## src/rtl/jtbubl_snd_comm.sv

```systemverilog
// jtbubl_snd_comm
// Mailbox between the main CPU and the sound CPU. The main CPU posts a
// command byte that the sound CPU collects; the sound CPU posts a reply
// byte that the main CPU collects. Each direction has a pending flag,
// and the sound CPU can be interrupted through an active-low NMI while a
// command is waiting, if it has enabled that.
//
// Ports
//   clk24      system clock, all logic on its rising edge
//   rst        global synchronous reset, active-high
//   snd_rst    sound-CPU reset driven by the main CPU, synchronous, active-high
//   main_cs    main CPU access window
//   main_rnw   main CPU direction, 1 = read
//   main_addr  main CPU register select
//   main_dout  main CPU write data
//   main_din   registered read data returned to the main CPU
//   snd_cs     sound CPU access window
//   snd_rnw    sound CPU direction, 1 = read
//   snd_addr   sound CPU register select
//   snd_dout   sound CPU write data
//   snd_din    registered read data returned to the sound CPU
//   snd_nmi_n  NMI to the sound CPU, active-low, registered
//
// Register map (both sides)
//   0  read: the other side's latch; write: this side's latch + set flag
//   1  read: {6'b0, rep_pend, cmd_pend}; sound write sets nmi_en
//   2  read: 8'hFF; sound write clears nmi_en
//   3  read: 8'hFF; writes ignored
module jtbubl_snd_comm (
  input  logic       clk24,
  input  logic       rst,
  input  logic       snd_rst,
  input  logic       main_cs,
  input  logic       main_rnw,
  input  logic [1:0] main_addr,
  input  logic [7:0] main_dout,
  output logic [7:0] main_din,
  input  logic       snd_cs,
  input  logic       snd_rnw,
  input  logic [1:0] snd_addr,
  input  logic [7:0] snd_dout,
  output logic [7:0] snd_din,
  output logic       snd_nmi_n
);

  logic [7:0] cmdLatch_q, cmdLatch_d;
  logic [7:0] repLatch_q, repLatch_d;
  logic       cmdPend_q, cmdPend_d;
  logic       repPend_q, repPend_d;
  logic       nmiEn_q, nmiEn_d;
  logic [7:0] mainDin_q, mainDin_d;
  logic [7:0] sndDin_q, sndDin_d;
  logic       sndNmiN_q, sndNmiN_d;

  // Previous-cycle value of each decoded access term, for edge detection
  logic mainWrLast_q, mainWrLast_d;
  logic mainRdLast_q, mainRdLast_d;
  logic sndWrLast_q, sndWrLast_d;
  logic sndRdLast_q, sndRdLast_d;

  logic mainWrTerm, mainRdTerm, sndWrTerm, sndRdTerm;
  logic mainWrEv, mainRdEv, sndWrEv, sndRdEv;

  // Access terms and their one-shot events. A chip select held for many
  // cycles produces a single event on its first cycle. While the sound
  // CPU is held in reset its accesses produce no events at all, and its
  // edge history stays cleared so an access in progress at release is
  // seen as new.
  always_comb begin
    mainWrTerm = main_cs & ~main_rnw;
    mainRdTerm = main_cs &  main_rnw;
    sndWrTerm  = snd_cs  & ~snd_rnw;
    sndRdTerm  = snd_cs  &  snd_rnw;

    mainWrEv = mainWrTerm & ~mainWrLast_q;
    mainRdEv = mainRdTerm & ~mainRdLast_q;
    sndWrEv  = sndWrTerm  & ~sndWrLast_q & ~snd_rst;
    sndRdEv  = sndRdTerm  & ~sndRdLast_q & ~snd_rst;

    mainWrLast_d = mainWrTerm;
    mainRdLast_d = mainRdTerm;
    sndWrLast_d  = sndWrTerm & ~snd_rst;
    sndRdLast_d  = sndRdTerm & ~snd_rst;
  end

  // Latches and flags. Setting a pending flag wins over clearing it in
  // the same cycle, so a new command arriving as the previous one is
  // collected is never lost. A write while the flag is already set just
  // overwrites the latch.
  always_comb begin
    cmdLatch_d = cmdLatch_q;
    repLatch_d = repLatch_q;
    cmdPend_d  = cmdPend_q;
    repPend_d  = repPend_q;
    nmiEn_d    = nmiEn_q;

    if (mainWrEv && main_addr == 2'd0) begin
      cmdLatch_d = main_dout;
      cmdPend_d  = 1'b1;
    end else if (sndRdEv && snd_addr == 2'd0) begin
      cmdPend_d  = 1'b0;
    end

    if (sndWrEv && snd_addr == 2'd0) begin
      repLatch_d = snd_dout;
      repPend_d  = 1'b1;
    end else if (mainRdEv && main_addr == 2'd0) begin
      repPend_d  = 1'b0;
    end

    if (sndWrEv && snd_addr == 2'd1) begin
      nmiEn_d = 1'b1;
    end else if (sndWrEv && snd_addr == 2'd2) begin
      nmiEn_d = 1'b0;
    end

    if (snd_rst) begin
      repPend_d = 1'b0;
      nmiEn_d   = 1'b0;
    end
  end

  // Read data is refreshed every cycle from the current register values,
  // so a status read sees the state from before any flag change taking
  // effect on the same edge.
  always_comb begin
    mainDin_d = 8'hFF;
    if (main_cs && main_rnw) begin
      case (main_addr)
        2'd0:    mainDin_d = repLatch_q;
        2'd1:    mainDin_d = {6'b0, repPend_q, cmdPend_q};
        default: mainDin_d = 8'hFF;
      endcase
    end

    sndDin_d = 8'hFF;
    if (snd_cs && snd_rnw && !snd_rst) begin
      case (snd_addr)
        2'd0:    sndDin_d = cmdLatch_q;
        2'd1:    sndDin_d = {6'b0, repPend_q, cmdPend_q};
        default: sndDin_d = 8'hFF;
      endcase
    end

    sndNmiN_d = ~(cmdPend_q & nmiEn_q & ~snd_rst);
  end

  // State registers; the global reset overrides everything else
  always_ff @(posedge clk24) begin
    if (rst) begin
      cmdLatch_q   <= 8'h00;
      repLatch_q   <= 8'h00;
      cmdPend_q    <= 1'b0;
      repPend_q    <= 1'b0;
      nmiEn_q      <= 1'b0;
      mainDin_q    <= 8'hFF;
      sndDin_q     <= 8'hFF;
      sndNmiN_q    <= 1'b1;
      mainWrLast_q <= 1'b0;
      mainRdLast_q <= 1'b0;
      sndWrLast_q  <= 1'b0;
      sndRdLast_q  <= 1'b0;
    end else begin
      cmdLatch_q   <= cmdLatch_d;
      repLatch_q   <= repLatch_d;
      cmdPend_q    <= cmdPend_d;
      repPend_q    <= repPend_d;
      nmiEn_q      <= nmiEn_d;
      mainDin_q    <= mainDin_d;
      sndDin_q     <= sndDin_d;
      sndNmiN_q    <= sndNmiN_d;
      mainWrLast_q <= mainWrLast_d;
      mainRdLast_q <= mainRdLast_d;
      sndWrLast_q  <= sndWrLast_d;
      sndRdLast_q  <= sndRdLast_d;
    end
  end

  assign main_din  = mainDin_q;
  assign snd_din   = sndDin_q;
  assign snd_nmi_n = sndNmiN_q;

endmodule

```

## config.mk

```make
export PLATFORM = sky130hd
export DESIGN_NAME = jtbubl_snd_comm
export DESIGN_NICKNAME = d
export VERILOG_FILES = /design/src/rtl/jtbubl_snd_comm.sv
export SDC_FILE = /design/constraint.sdc
export NUM_CORES = 1
export LEC_CHECK = 0
export ABC_AREA = 1
export CAP_MARGIN = 15
export CORE_MARGIN = 1
export CORE_UTILIZATION = 35
export CTS_CLUSTER_SIZE = 14
export DETAILED_ROUTE_END_ITERATION = 16
export SETUP_SLACK_MARGIN = 0.05
export SYNTH_ARGS = -nofsm -noshare
export SYNTH_HDL_FRONTEND = slang
export SYNTH_SLANG_ARGS = --single-unit
```

## constraint.sdc

```tcl
create_clock -name clk24 -period 0.95 [get_ports clk24]
set_input_delay 0.2375 -clock clk24 [delete_from_list [all_inputs] [get_ports clk24]]
set_output_delay 0.2375 -clock clk24 [all_outputs]
set_load 0.05 [all_outputs]
```

==> results.json, run 1 <==
{
  "placed_area_mm2": 0.00230,
  "wl_met3_um": 141,
  "layout_min_cycle_time_ns": 1.03,
  "dieArea_mm2": 0.00463,
  "cp_slowest_cell": "dfxtp_2",
  "tightest_slew_ns": 0.256,
  "cp.required_ns": 0.71,
  "critPathKind": "register to output pin",
  "yosys-top-cells-area": "dfxtp_1 52%, nand2_1 13%, nor2_1 8.9%",
  "dr.pass1.iters": 4,
  "syn2layout_area_growth_pct": 64.8,
  "cts_buffers": 5,
  "drt_iter0_markers": 52,
  "fmax_mhz": 972,
  "dp_slack_ns": -0.586,
  "final_cell_count_no_fill": 319,
  "fin_setup_tns_ns": -1.17,
  "postCtsHoldBufs": 0,
  "yosys.area.top_type": "dfxtp_1",
  "antenna_found_initial": 0,
  "setup_viol": 24,
  "crit_end": "main_din[7]",
  "ys_seq_elements": 40,
  "gr-total-overflow": 0,
  "clockBufferDepth": 2,
  "crit_cells": 1,
  "ioPinCount": 44,
  "cts_sinks": 40,
  "skew_ns": 0.00455,
  "timing.rr.start": "sndWrLast_q",
  "p_total_mw": 3.61,
  "holdPathStages": 4,
  "dp_cells": 307,
  "synth_top_area_share": 0.525,
  "crit_path_start": "main_din[7]",
  "wirelength_um": 3360,
  "maxSlewViolCount": 0,
  "route.layer.met1.wl_um": 1500,
  "fp-row-count": 23,
  "num_vias": 1391,
  "coreArea_mm2": 0.00409,
  "syn_avg_cell_area_um2": 7.59,
  "grt_use_total": 0.169,
  "leakage_nw": 1.14,
  "r2r-end": "repLatch_q[5]",
  "setup_slack_ns": -0.0784,
  "die_w_um": 68.0,
  "cts-htree-levels": 2,
  "remaining_drc_errors": 0,
  "holdCritPathClass": "input port to register",
  "power_density_mw_per_mm2": 1430,
  "finalInstanceArea_mm2": 0.00252,
  "path_max_fanout": 1,
  "ir_worst_vdd_v": 0.00108,
  "viasPerCell": 4.36,
  "maxCapViolations": 0,
  "dr_wl_met2_um": 1660,
  "rsz0062_at_grt": "true",
  "routed.top_layer": "met4",
  "grt_max_degree": 17,
  "r2r_setup_slack_ns": -0.05,
  "gp_congestion": 0.815,
  "hpwl_um": 2360,
  "hold_violations": 0,
  "antenna_cells": 0,
  "cpPeakStageDelay_ns": 0.36,
  "worstPathBufferInverterCount": 1,
  "grt_pass1_vias": 1283,
  "drtAntennaViolNets": 0,
  "layout_commonest_cell": "nand2_1",
  "syn_area_mm2": 0.00153,
  "drive_gt1_frac": 0.346,
  "grt_pass1_wl_um": 5530,
  "min_period_over_period": 1.08,
  "mostFrequentLayoutCells": "49 x nand2_1, 31 x nor2_1, 29 x inv_1",
  "clockRootBuffer": "clkbuf_8",
  "crit_path_start_kind": "register",
  "status": "complete, but fails checks",
  "initial_utilization": 0.374,
  "yosysWarnings": 0,
  "syn_nets": 228,
  "portBuffers": 43,
  "nets": 295,
  "critPathCaptureType": "output pin",
  "yosysUniqueCellTypes": 19,
  "dieHeight_um": 68.0,
  "synthCells": 201,
  "relSlewSlack": 0.829,
  "cts_tree": "built",
  "wl_per_cell_um": 10.5,
  "ys_seq_area_frac": 0.525,
  "arrival_ns": 0.79,
  "crit_chain": "buf_12",
  "critPathTopFamily": "flip-flops",
  "reg2reg_depth": 5,
  "violations": "negative setup slack",
  "clkLatencyLatePin_ns": 0.29,
  "clk_pin_slew_ns": 0.08
}
sequential cells by signal, summed over array words and instances, names as in the netlist, 8 cells and up:
signal,flops
repLatch_q,8
snd_din,8
cmdLatch_q,8
main_din,8
layer usage:
| layer | vias up | track usage |
|---|---|---|
| li1 | 752 | - |
| met1 | 607 | 0.197 |
| met2 | 26 | 0.287 |
| met3 | 6 | 0.0517 |
| met4 | 0 | 0.0625 |
| met5 | - | 0 |
cell families (layout without fill, tap and decap cells):
group                  count (synthesis)  after routing  synth area share
AND/OR/NAND/NOR                      112            114             0.333
flip-flops                            40             40             0.525
buffers and inverters                 37            103            0.0975
AO/OA/AOI/OAI                         12             12            0.0451
area by class of cell:
type                    count  area, µm²
repair buffers             61        728
flip-flops and latches     40        825
clock buffers               5       68.8
well taps                  50       62.6
clock inverters             3       42.5
multi-input cells         126        661
fillers                   361       1570
inverters                  34        129
cell usage after synthesis:
cell,count
nor2_2,5
inv_2,1
nand3_4,1
dfxtp_1,40
buf_6,1
clkinv_1,2
a21oi_2,1
inv_1,31
a21oi_1,1
nor2_1,36
nand2_2,1
buf_2,2
nor2_4,4
o22ai_1,4
o21ai_0,6
nand2_1,51
nand4_1,9
nor3_1,1
nand3_1,4
worst min path at each step:
stage                            from           to
after floorplan                   rst    cmdPend_q
after global placement        nmiEn_q    snd_nmi_n
after detailed placement      nmiEn_q    snd_nmi_n
after CTS                     snd_rnw  sndWrLast_q
after global routing      snd_addr[1]   snd_din[2]
final                     snd_addr[1]   snd_din[3]
per-stage QoR:
stage / hold WS, ns / util
global placement: 0.395 / 0.562
CTS: 0.331 / 0.613
finish: 0.311 / 0.616
global route: 0.322 / 0.616
floorplan: 0.307 / -
detailed placement: 0.400 / 0.562
power by group:
part	total, mW	switching (mW)	internal (mW)
Clock	1.37	0.597	0.777
Sequential	1.75	0.0257	1.72
Combinational	0.490	0.244	0.246
what timing repair did:
action	in CTS	in global routing
setup buffers	2	0
cloned	2	0
pin swaps	17	23
endpoints found under the setup margin	57	48
gates resized for setup	42	16
Note: power is estimated with default switching activity, not from simulation.
==> run 2: changes to the inputs <==
--- a/config.mk
+++ b/config.mk
@@ -11,7 +11,7 @@
 export CORE_UTILIZATION = 35
 export CTS_CLUSTER_SIZE = 14
 export DETAILED_ROUTE_END_ITERATION = 16
-export SETUP_SLACK_MARGIN = 0.05
+export GPL_ROUTABILITY_DRIVEN = 1
 export SYNTH_ARGS = -nofsm -noshare
 export SYNTH_HDL_FRONTEND = slang
 export SYNTH_SLANG_ARGS = --single-unit
==> run 2 against run 1 <==
Compared with the run above:
- the run still ends with negative setup slack left
- count of clock-buffer cells in the layout up 1
- sequential power about the same
- non-clock buffer count up 3
- wire length up 9.6%
- critical path type unchanged
==> results.json, run 2 (synthesis results as in run 1) <==
{
  "ir_worst_vdd_v": 0.000739,
  "fmax_mhz": 961,
  "final_cell_count_no_fill": 322,
  "leakage_nw": 1.15,
  "crit_chain": "buf_12",
  "grt_use_total": 0.171,
  "portBuffers": 43,
  "min_period_over_period": 1.10,
  "cpPeakStageDelay_ns": 0.36,
  "setup_viol": 26,
  "grt_max_degree": 17,
  "critPathKind": "register to output pin",
  "antenna_found_initial": 0,
  "initial_utilization": 0.374,
  "clockRootBuffer": "clkbuf_8",
  "cts_sinks": 40,
  "fillers": 374,
  "crit_path_start_kind": "register",
  "drive_gt1_frac": 0.338,
  "dieHeight_um": 68.0,
  "maxSlewViolCount": 0,
  "grt_pass1_wl_um": 5490,
  "relSlewSlack": 0.852,
  "setup_slack_ns": -0.0909,
  "critPathCaptureType": "output pin",
  "cts_buffers": 5,
  "coreArea_mm2": 0.00409,
  "clkLatencyLatePin_ns": 0.30,
  "dieArea_mm2": 0.00463,
  "tightest_slew_ns": 0.222,
  "skew_ns": 0.00303,
  "drt_iter0_markers": 64,
  "ioPinCount": 44,
  "wl_per_cell_um": 11.4,
  "critPathTopFamily": "flip-flops",
  "gr-total-overflow": 0,
  "fp-row-count": 23,
  "syn2layout_area_growth_pct": 67.0,
  "holdCritPathClass": "input port to register",
  "viasPerCell": 4.46,
  "maxCapViolations": 0,
  "dr.pass1.iters": 4,
  "nets": 298,
  "mostFrequentLayoutCells": "46 x nand2_1, 31 x nor2_1, 29 x inv_1",
  "gp_congestion": 0.847,
  "clockBufferDepth": 2,
  "hpwl_um": 2340,
  "die_w_um": 68.0,
  "layout_min_cycle_time_ns": 1.04,
  "fin_setup_tns_ns": -1.64,
  "rsz0062_at_grt": "true",
  "hold_violations": 0,
  "clk_pin_slew_ns": 0.08,
  "power_density_mw_per_mm2": 1430,
  "cts_tree": "built",
  "antenna_cells": 0,
  "grt_pass1_vias": 1215,
  "arrival_ns": 0.80,
  "violations": "negative setup slack",
  "dp_cells": 306,
  "num_vias": 1435,
  "cts-htree-levels": 2,
  "wirelength_um": 3680,
  "remaining_drc_errors": 0,
  "worstPathBufferInverterCount": 1,
  "status": "complete, but fails checks",
  "cp.required_ns": 0.71,
  "postCtsHoldBufs": 0,
  "cp_slowest_cell": "dfxtp_2",
  "drtAntennaViolNets": 0,
  "layout_commonest_cell": "nand2_1",
  "path_max_fanout": 1
}
run 2: cell count changes in the layout (fill, tap and decap cells not counted), sizes merged:
cell and change:
dlygate4sd2 +4, buf +3, clkbuf -2, clkdlybuf4s15 -1, clkinvlp -1
run 2: worst register-to-register path: stages, from the launching register on:
cell,delay (ns)
dfxtp_2,0.33
nor2_4,0.19
buf_6,0.14
nand3_4,0.10
nor2_1,0.12
nor2_1,0.05
run 2: final cells by class:
| cell class | instances | area (µm²) | area share |
|---|---|---|---|
| repair buffers | 64 | 761 | 0.298 |
| flip-flops and latches | 40 | 823 | 0.323 |
| multi-input cells | 126 | 667 | 0.262 |
| clock buffers | 6 | 72.6 | 0.0285 |
| well taps | 50 | 62.6 | 0.0245 |
| inverters | 34 | 128 | 0.0501 |
| clock inverters | 2 | 35.0 | 0.0137 |
run 2: where the power goes:
group / total [mW] / leakage, nW / internal (mW) / switching (mW)
combinational: 0.508 / 0.772 / 0.254 / 0.254
clock: 1.38 / 0.0552 / 0.779 / 0.604
sequential: 1.75 / 0.318 / 1.72 / 0.0259
total: 3.64 / 1.15 / 2.75 / 0.883
run 2: worst paths after layout:
check,from,endpoint,slack (ns),cells after the start
worst max register to register,sndWrLast_q,repLatch_q[0],-0.07,5
worst min register to register,nmiEn_q,snd_nmi_n,0.41,1
worst min-delay path,snd_rnw,sndWrLast_q,0.32,2
worst max-delay path,main_din[3],main_din[3],-0.09,1
run 2: stage by stage:
stage / instance area (µm²) / util / setup WS, ns / hold slack, ns / total power [mW]
detailed placement: 2280 / 0.558 / -0.541 / 0.397 / 2.24
global route: 2550 / 0.624 / -0.128 / 0.316 / 3.77
floorplan: 1530 / - / 0.00569 / 0.307 / 1.97
finish: 2550 / 0.624 / -0.0909 / 0.315 / 3.64
global placement: 2280 / 0.558 / -0.528 / 0.390 / 2.23
CTS: 2460 / 0.603 / -0.0973 / 0.314 / 3.62
run 2: timing repair:
| action | 4_1_cts | 5_1_grt |
|---|---|---|
| endpoints found under the setup margin | 52 | 36 |
| endpoints found under the hold margin | 0 | 0 |
| gates cloned | 2 | 0 |
| gates resized for setup | 39 | 16 |
| buffers inserted | 0 | 6 |
| pin swaps | 22 | 13 |
run 2: metal layers:
metal,part of all wire,GRT usage,wire (µm),up-vias
li1,-,-,-,756
met1,0.44,0.207,1620,629
met2,0.47,0.259,1740,41
met3,0.064,0.0717,236,9
met4,0.023,0.0807,85,0
met5,0,0,0,-
